File: src/rtl/bit32_select_pkg.sv
// Shared constants for the bit32_select unit.
// State encodings and field widths.
package bit32_select_pkg;

  localparam logic [1:0] ST_IDLE = 2'd0;
  localparam logic [1:0] ST_SCAN = 2'd1;
  localparam logic [1:0] ST_DONE = 2'd2;

  localparam int SEL_POS_W  = 5;
  localparam int SEL_RANK_W = 6;

endpackage

File: src/rtl/bit8_popcount.sv
// 8-bit population count.
// Purely combinational, result 0..8.
module bit8_popcount (
  input  logic [7:0] b,
  output logic [3:0] c
);

  // Sum the set bits of the byte.
  always_comb begin
    c = '0;
    for (int i = 0; i < 8; i++) begin
      c = c + {3'b000, b[i]};
    end
  end

endmodule

File: src/rtl/bit8_select.sv
// Position of the rank-th set bit in a byte.
// Output is don't-care when rank exceeds popcount.
module bit8_select (
  input  logic [7:0] b,
  input  logic [3:0] rank,
  output logic [2:0] off
);

  logic [3:0] cnt;

  // Running count of set bits; the bit where it reaches rank wins.
  always_comb begin
    off = '0;
    cnt = '0;
    for (int i = 0; i < 8; i++) begin
      if (b[i]) begin
        cnt = cnt + 4'd1;
        if (cnt == rank) begin
          off = 3'(i);
        end
      end
    end
  end

endmodule

File: src/rtl/bit32_select.sv
// Multi-cycle bit-select: position of the k-th set bit of a.
// Scans one byte per cycle with start/busy/done handshake.
module bit32_select
  import bit32_select_pkg::*;
(
  input  logic        clk,
  input  logic        rst,
  input  logic        start,
  input  logic [31:0] a,
  input  logic [5:0]  k,
  output logic        busy,
  output logic        done,
  output logic        found,
  output logic [31:0] pos
);

  logic [1:0]            state;
  logic [31:0]           w;
  logic [SEL_RANK_W-1:0] r;
  logic [1:0]            byte_idx;
  logic                  inv;

  logic [7:0] b;
  logic [3:0] c;
  logic [2:0] off;
  logic       hit;

  assign b   = w[{byte_idx, 3'b000} +: 8];
  assign hit = ({2'b00, c} >= r);

  bit8_popcount u_pc (
    .b (b),
    .c (c)
  );

  bit8_select u_sel (
    .b    (b),
    .rank (r[3:0]),
    .off  (off)
  );

  // Control FSM; an invalid rank spends one scan cycle so its
  // latency matches a byte-0 hit.
  always_ff @(posedge clk or posedge rst) begin
    if (rst) begin
      state    <= ST_IDLE;
      w        <= '0;
      r        <= '0;
      byte_idx <= '0;
      inv      <= 1'b0;
      busy     <= 1'b0;
      done     <= 1'b0;
      found    <= 1'b0;
      pos      <= '0;
    end else begin
      done <= 1'b0;
      unique case (state)
        ST_IDLE: begin
          if (start) begin
            w        <= a;
            r        <= k;
            byte_idx <= '0;
            inv      <= (k == 6'd0) || (k > 6'd32);
            busy     <= 1'b1;
            state    <= ST_SCAN;
          end
        end
        ST_SCAN: begin
          if (inv) begin
            found <= 1'b0;
            pos   <= '0;
            done  <= 1'b1;
            state <= ST_DONE;
          end else if (hit) begin
            found <= 1'b1;
            pos   <= {{(32-SEL_POS_W){1'b0}}, byte_idx, off};
            done  <= 1'b1;
            state <= ST_DONE;
          end else if (byte_idx == 2'd3) begin
            found <= 1'b0;
            pos   <= '0;
            done  <= 1'b1;
            state <= ST_DONE;
          end else begin
            r        <= r - {2'b00, c};
            byte_idx <= byte_idx + 2'd1;
          end
        end
        ST_DONE: begin
          busy  <= 1'b0;
          state <= ST_IDLE;
        end
        default: begin
          state <= ST_IDLE;
        end
      endcase
    end
  end

endmodule

File: config.mk
export PLATFORM = sky130hd
export DESIGN_NAME = bit32_select
export DESIGN_NICKNAME = d
export VERILOG_FILES = /design/src/rtl/bit32_select_pkg.sv /design/src/rtl/bit8_popcount.sv /design/src/rtl/bit8_select.sv /design/src/rtl/bit32_select.sv
export SDC_FILE = /design/constraint.sdc
export NUM_CORES = 1
export LEC_CHECK = 0
export ABC_AREA = 1
export ABC_CLOCK_PERIOD_IN_PS = 11900
export CORE_ASPECT_RATIO = 0.6
export CORE_UTILIZATION = 50
export DETAILED_ROUTE_END_ITERATION = 16
export GPL_TIMING_DRIVEN = 0
export PLACE_DENSITY_LB_ADDON = 0.3
export SLEW_MARGIN = 10
export SYNTH_ARGS = -nofsm -noshare
export SYNTH_HDL_FRONTEND = slang
export SYNTH_HIERARCHICAL = 1
export SYNTH_SLANG_ARGS = --single-unit
File: constraint.sdc
create_clock -name clk -period 11.9 [get_ports clk]
set_input_delay 1.785 -clock clk [delete_from_list [all_inputs] [get_ports clk]]
set_output_delay 1.785 -clock clk [all_outputs]
set_load 0.05 [all_outputs]
==> results of run 1 <==
sequential cells by signal, summed over array words and instances (netlist names):
name	cells
w	32
busy	1
pos	5
found	1
r	6
inv	1
byte_idx	2
done	1
state	2
metal layers:
| metal | GRT usage | share of wire | wire (um) | vias up |
|---|---|---|---|---|
| li1 | - | - | - | 1728 |
| met1 | 0.379 | 0.48 | 4710 | 1685 |
| met2 | 0.390 | 0.43 | 4210 | 163 |
| met3 | 0.0694 | 0.086 | 851 | 9 |
| met4 | 0.0641 | 0.010 | 101 | 0 |
| met5 | 0 | 0 | 0 | - |
cell usage in the layout, fill, tap and decap left out, types with 15 or more instances in the layout:
cell / count
clkdlybuf4s50_1: 48
o21ai_0: 28
dfrtp_1: 51
ha_1: 15
nor2_1: 36
nand3_1: 56
conb_1: 27
buf_4: 28
mux2_1: 32
nand2_1: 100
inv_1: 48
logic make-up (layout without fill, tap and decap cells):
kind of cell / count (synthesis) / in the layout / share of synthesized area
XOR/XNOR: 12 / 12 / 0.0268
multiplexers: 32 / 32 / 0.0919
adder cells (fa/ha/maj): 20 / 20 / 0.0734
AND/OR/NAND/NOR: 229 / 229 / 0.277
AO/OA/AOI/OAI: 55 / 55 / 0.0791
other: 1 / 27 / 0.000956
flip-flops: 51 / 51 / 0.325
buffers and inverters: 97 / 154 / 0.125
through the flow:
step | setup WS [ns] | utilization | std cells
2_1_floorplan | 6.81 | - | 523
3_3_place_gp | 5.90 | 0.624 | 675
3_5_place_dp | 5.75 | 0.627 | 676
4_1_cts | 5.69 | 0.647 | 684
5_1_grt | 5.09 | 0.647 | 684
6_report | 5.57 | 0.647 | 684
synth_stat cells, types with 2 or more instances:
master	instances	area [sq um]
inv_1	49	184
inv_2	6	22.5
nand2_1	100	375
o21ai_2	2	17.5
nor3_1	2	10.0
mux2_1	32	360
buf_6	2	22.5
buf_2	3	15.0
nand2_4	7	78.8
nand4_1	4	25.0
or2_2	2	12.5
ha_1	15	188
o22ai_1	10	62.6
nor2_2	2	12.5
dfrtp_1	51	1280
clkinv_1	2	7.51
a21oi_1	5	25.0
nand3_1	56	280
o21ai_1	4	20.0
o21ai_0	28	140
a21boi_0	2	15.0
nand2_2	13	81.3
xor2_1	11	96.3
buf_4	28	210
clkbuf_1	5	18.8
fa_1	5	100
nor2_1	36	135
cell type report:
type                    count  area (sq um)  share of cell area
clock buffers               5           125              0.0261
well taps                 104           130              0.0271
clock inverters             3          27.5             0.00573
multi-input cells         375          2250               0.469
flip-flops and latches     51          1280               0.266
repair buffers             49           500               0.104
inverters                  58           220              0.0459
plain buffers              39           270              0.0563
worst register-to-register path: cells and delay by family (launching register included):
family / cells / cell delay [ns]
flip-flops: 1 / 0.38
buffers and inverters: 7 / 1.15
AND/OR/NAND/NOR: 14 / 1.54
adder cells (fa/ha/maj): 6 / 1.95
AO/OA/AOI/OAI: 6 / 1.26
how the worst min path moves through the flow:
stage / to / from / slack [ns]
floorplan: w[23] / w[23] / 0.46
global placement: found / found / 0.47
detailed placement: pos[3] / pos[3] / 0.47
CTS: found / found / 0.50
global route: pos[2] / pos[2] / 0.51
finish: found / found / 0.49
==> results.md, run 1 <==
* Fraction of registers with async set/reset at 1.00
* Max-cap violation count at 0
* Cells after Synth at 497
* Initial Util at 0.529
* Post-Syn Area at 3920 sq um
* Drt drc at 0
* CP required at 12.14 ns
* CTS resizes at 0
* First drt pass iteration count at 5
* Number of global-route vias before repair at 3,468
* Clock sink count at 51
* Fin crit period at 6.33 ns
* Register bit total from synthesis at 51
* Number of setup violations in the final report at 0
* Top_reg_cell synth: dfrtp_1
* Worst path bufs/invs at 7
* Cell family contributing the most delay on the critical path: adder cells
* Crit start category: register
* FF-to-FF setup slack at 5.57 ns
* Total wire length at 9.87 mm
* Via density at 5.24
* CP max FO at 10
* Max Freq at 158 MHz
* Nets at 640
* Synth cell types at 42
* Die width at 116 um
* EDFF count, synth at 0
* First-pass GRT wire length at 16.4 mm
* Vias post-DR at 3,585
* Hold-fix buffers at CTS at 0
* Reg clk slew, reported paths at 0.08 ns
* P&R area growth vs syn at 22.5%
* Critical Path AT at 6.57 ns
* Slew Viols, Final at 0
* Postcts setup bufs at 0
* Max-Slew Margin vs Limit at 0.404
* Antenna violations before repair at 0
* Clock Latency Late Sink at 0.30 ns
* Final GP Congestion at 0.875
* Register area share after synthesis at 0.325
* Worst-Margin Slew at 0.893 ns
* Die area at 8210 sq um
* Worst Setup EP: pos[1]
* Gr usage total at 0.262
* RSZ-0062 raised after global routing: no
* R2R depth at 33
* Worst setup path startpoint: byte_idx[0]
* Most frequent CP cell: nand2_1
* Finished Cell Area at 4800 sq um
* CTS buffer count at 5
* Clock buffer depth at 2
* Worst setup EP type: register
* Crit path max-delay cell type: clkbuf_1
* Hold_ws at 0.491 ns
* Worst reg2reg path endpoint: pos[1]
* H-tree depth at 2
* Routed wire per std cell at 14.4 um
* Filler cell count at 650
* Mean Syn Cell Area at 7.89 sq um
* Fin Setup TNS at 0 ns
* Grt ovf at 0
* Outcome: complete, no violations
* ANT cells at 0
* Hold Path Stages at 1
* Clk root buf: clkbuf_16
* Largest net degree at the start of global routing at 27
* I/O pin cnt at 76
* Std-Cell Rows at 24
* Iteration-0 DRC Markers at 307
* YS warnings at 6
* Worst min path class: register to register
* Final hold vios at 0
* Reg2reg start: byte_idx[0]
* CP peak stage delay at 0.45 ns
* Die H at 70.6 um
* Period utilization at 0.532
* Share of cells above drive strength 1 at 0.138
* Post-DP HPWL at 7.85 mm
* Clock Skew at 0.00364 ns
* CTS tree: yes
* CP Class: register to register
* WP depth at 33
* Core area at 7420 sq um
* Port bufs at 48
* Post-DP Area at 4650 sq um
* Remaining antenna violation count at 0
Power of run 1 is left out: the tool's default activity adds up to more than one toggle a clock period on the data nets, which glitch-free logic cannot reach.
==> run 2: changes to the inputs <==
--- a/config.mk
+++ b/config.mk
@@ -6,7 +6,7 @@
 export NUM_CORES = 1
 export LEC_CHECK = 0
 export ABC_AREA = 1
-export ABC_CLOCK_PERIOD_IN_PS = 11900
+export ABC_CLOCK_PERIOD_IN_PS = 6150
 export CORE_ASPECT_RATIO = 0.6
 export CORE_UTILIZATION = 50
 export DETAILED_ROUTE_END_ITERATION = 16
==> constraint.sdc (replaced) <==
create_clock -name clk -period 6.15 [get_ports clk]
set_input_delay 0.9225 -clock clk [delete_from_list [all_inputs] [get_ports clk]]
set_output_delay 0.9225 -clock clk [all_outputs]
set_load 0.05 [all_outputs]
==> run 2 against run 1 <==
  * Final cell count down 0.15%
  * Sequential cell count unchanged
  * Utilization up 0.32 points
  * Hold slack about the same
  * Setup slack worse by 5.1 ns
  * Clock skew about the same
  * Clock-buffer cell count unchanged
  * First-iteration DRC count up 3.6%
  * Critical path type unchanged
  * Highest routed layer unchanged
==> results.md, run 2 (synthesized netlist as in run 1, its figures left out) <==
* Port bufs at 48 (unchanged)
* Number of global-route vias before repair at 3,460 (-0.23%)
* First-pass GRT wire length at 16.4 mm (-0.12%)
* Crit path max-delay cell type: dfrtp_1
* Most frequent cells in the layout: nand2_1, nand3_1, dfrtp_1
* Period utilization at 0.928 (+0.397)
* Via density at 5.23 (-0.19%)
* CTS buffer count at 5 (unchanged)
* CP required at 6.39 ns (-5.75 ns)
* Nets at 639 (-0.16%)
* Routed wire per std cell at 14.5 um (+0.57%)
* Slew Viols, Final at 0 (unchanged)
* Final GP Congestion at 0.875 (unchanged)
* Clk root buf: clkbuf_16
* ANT cells at 0 (unchanged)
* Clock sink count at 51 (unchanged)
* Worst min path class: register to register
* Commonest non-fill, non-tap cell in the layout: nand2_1
* Clock Latency Late Sink at 0.30 ns (about the same)
* Post-DP HPWL at 7.85 mm (unchanged)
* Die H at 70.6 um (unchanged)
* Postcts setup bufs at 0 (unchanged)
* Biggest register: w
* CP peak stage delay at 0.43 ns (-0.02 ns)
* CP Class: register to register
* Finished Cell Area at 4830 sq um (+0.49%)
* Final hold vios at 0 (unchanged)
* Grt ovf at 0 (unchanged)
* Antenna violations before repair at 0 (unchanged)
* I/O pin cnt at 76 (unchanged)
* CTS tree: yes
* P&R area growth vs syn at 23.1%
* Fin crit period at 5.71 ns (-0.619 ns)
* Clock Skew at 0.00318 ns (-0.000459 ns)
* Most frequent CP cell: nand2_1
* Max-cap violation count at 0 (unchanged)
* Number of setup violations in the final report at 0 (unchanged)
* Worst-Margin Slew at 0.858 ns (-0.0357 ns)
* Remaining antenna violation count at 0 (unchanged)
* Largest net degree at the start of global routing at 27 (unchanged)
* Die width at 116 um (unchanged)
* Post-DP Area at 4650 sq um (unchanged)
* Worst setup EP type: register
* Max-Slew Margin vs Limit at 0.428 (+0.0238)
* CP max FO at 10 (unchanged)
* Clock buffer depth at 2 (unchanged)
* Finished Layout Cells at 683 (-0.15%)
* Die area at 8210 sq um (unchanged)
* Gr usage total at 0.262 (about the same)
* Share of cells above drive strength 1 at 0.149 (+0.0106)
* Reg clk slew, reported paths at 0.08 ns (about the same)
* Core area at 7420 sq um (unchanged)
* Iteration-0 DRC Markers at 318 (+3.6%)
* Outcome: complete, no violations
* Critical Path AT at 5.95 ns (-0.62 ns)
* R2R depth at 33 (unchanged)
* First drt pass iteration count at 5 (unchanged)
* Largest regs: w: 32 flops, r: 6 flops, pos: 5 flops
* Drt drc at 0 (unchanged)
* Total wire length at 9.91 mm (+0.43%)
* Max Freq at 175 MHz (+11%)
* Std-Cell Rows at 24 (unchanged)
* Initial Util at 0.529 (unchanged)
* H-tree depth at 2 (unchanged)
* DP Cell Count at 676 (unchanged)
* Crit start category: register
* Hold Path Stages at 1 (unchanged)
* Max reg flops at 32 (unchanged)
* Vias post-DR at 3,573 (-0.33%)
run 2: changes by cell type in the layout (fill, tap and decap cells not counted):
cell / before / now
clkbuf_1: 5 / 2
clkbuf_4: 0 / 2
o21ai_0: 28 / 26
o22ai_1: 10 / 8
o22ai_2: 0 / 2
buf_2: 3 / 2
clkbuf_2: 0 / 1
clkinvlp_4: 1 / 2
inv_1: 48 / 47
o21ai_1: 4 / 5
o21ai_2: 2 / 3
run 2: layer usage:
layer,track usage,share of wire,vias to the layer above
li1,-,-,1726
met1,0.378,0.46,1647
met2,0.390,0.42,191
met3,0.0694,0.11,9
met4,0.0641,0.011,0
met5,0,0,-
run 2: cell type report:
class	count	area, sq um
Sequential cell	51	1280
Multi-Input combinational cell	375	2270
Timing Repair Buffer	49	500
Inverter	58	224
Buffer	38	274
Tap cell	104	130
Clock inverter	3	27.5
Fill cell	646	2590
Clock buffer	5	125
run 2: worst max-delay path, delay by kind of cell, from the launching register on:
kind                     cells  cell delay (ns)
AO/OA/AOI/OAI                6             0.88
buffers and inverters        7             0.90
AND/OR/NAND/NOR             14             1.49
adder cells (fa/ha/maj)      6             1.92
flip-flops                   1             0.43
run 2: final timing paths:
check | from | slack (ns) | to
setup / recovery | byte_idx[0] | 0.44 | pos[1]
setup reg to reg | byte_idx[0] | 0.44 | pos[1]
max in group asynchronous | rst | 4.62 | w[26]
min in group asynchronous | rst | 0.99 | w[10]
hold / removal | found | 0.49 | found
hold reg to reg | found | 0.49 | found
run 2: timing repair:
item                                    in CTS  in global routing
pin swaps                                    0                  1
hold buffers                                 0                  0
endpoints found under the setup margin       3                  3
gates resized for setup                      1                 11
run 2: through the flow:
stage | worst slack, ns | util | hold slack, ns | setup TNS (ns)
final | 0.440 | 0.651 | 0.491 | 0
after global routing | -0.00264 | 0.651 | 0.505 | -0.00264
after CTS | 0.122 | 0.647 | 0.495 | 0
after detailed placement | 0.000372 | 0.627 | 0.467 | 0
after global placement | 0.149 | 0.624 | 0.466 | 0
after floorplan | 1.06 | - | 0.459 | 0
Power of run 2 is left out for the same reason.
==> run 3: changes to the inputs <==
--- a/config.mk
+++ b/config.mk
@@ -7,6 +7,7 @@
 export LEC_CHECK = 0
 export ABC_AREA = 1
 export ABC_CLOCK_PERIOD_IN_PS = 6150
+export CAP_MARGIN = 5
 export CORE_ASPECT_RATIO = 0.6
 export CORE_UTILIZATION = 50
 export DETAILED_ROUTE_END_ITERATION = 16
==> results of run 3 <==
Final layout, timing and power as in run 2 (identical DEF).
Power of run 3 is left out for the same reason.
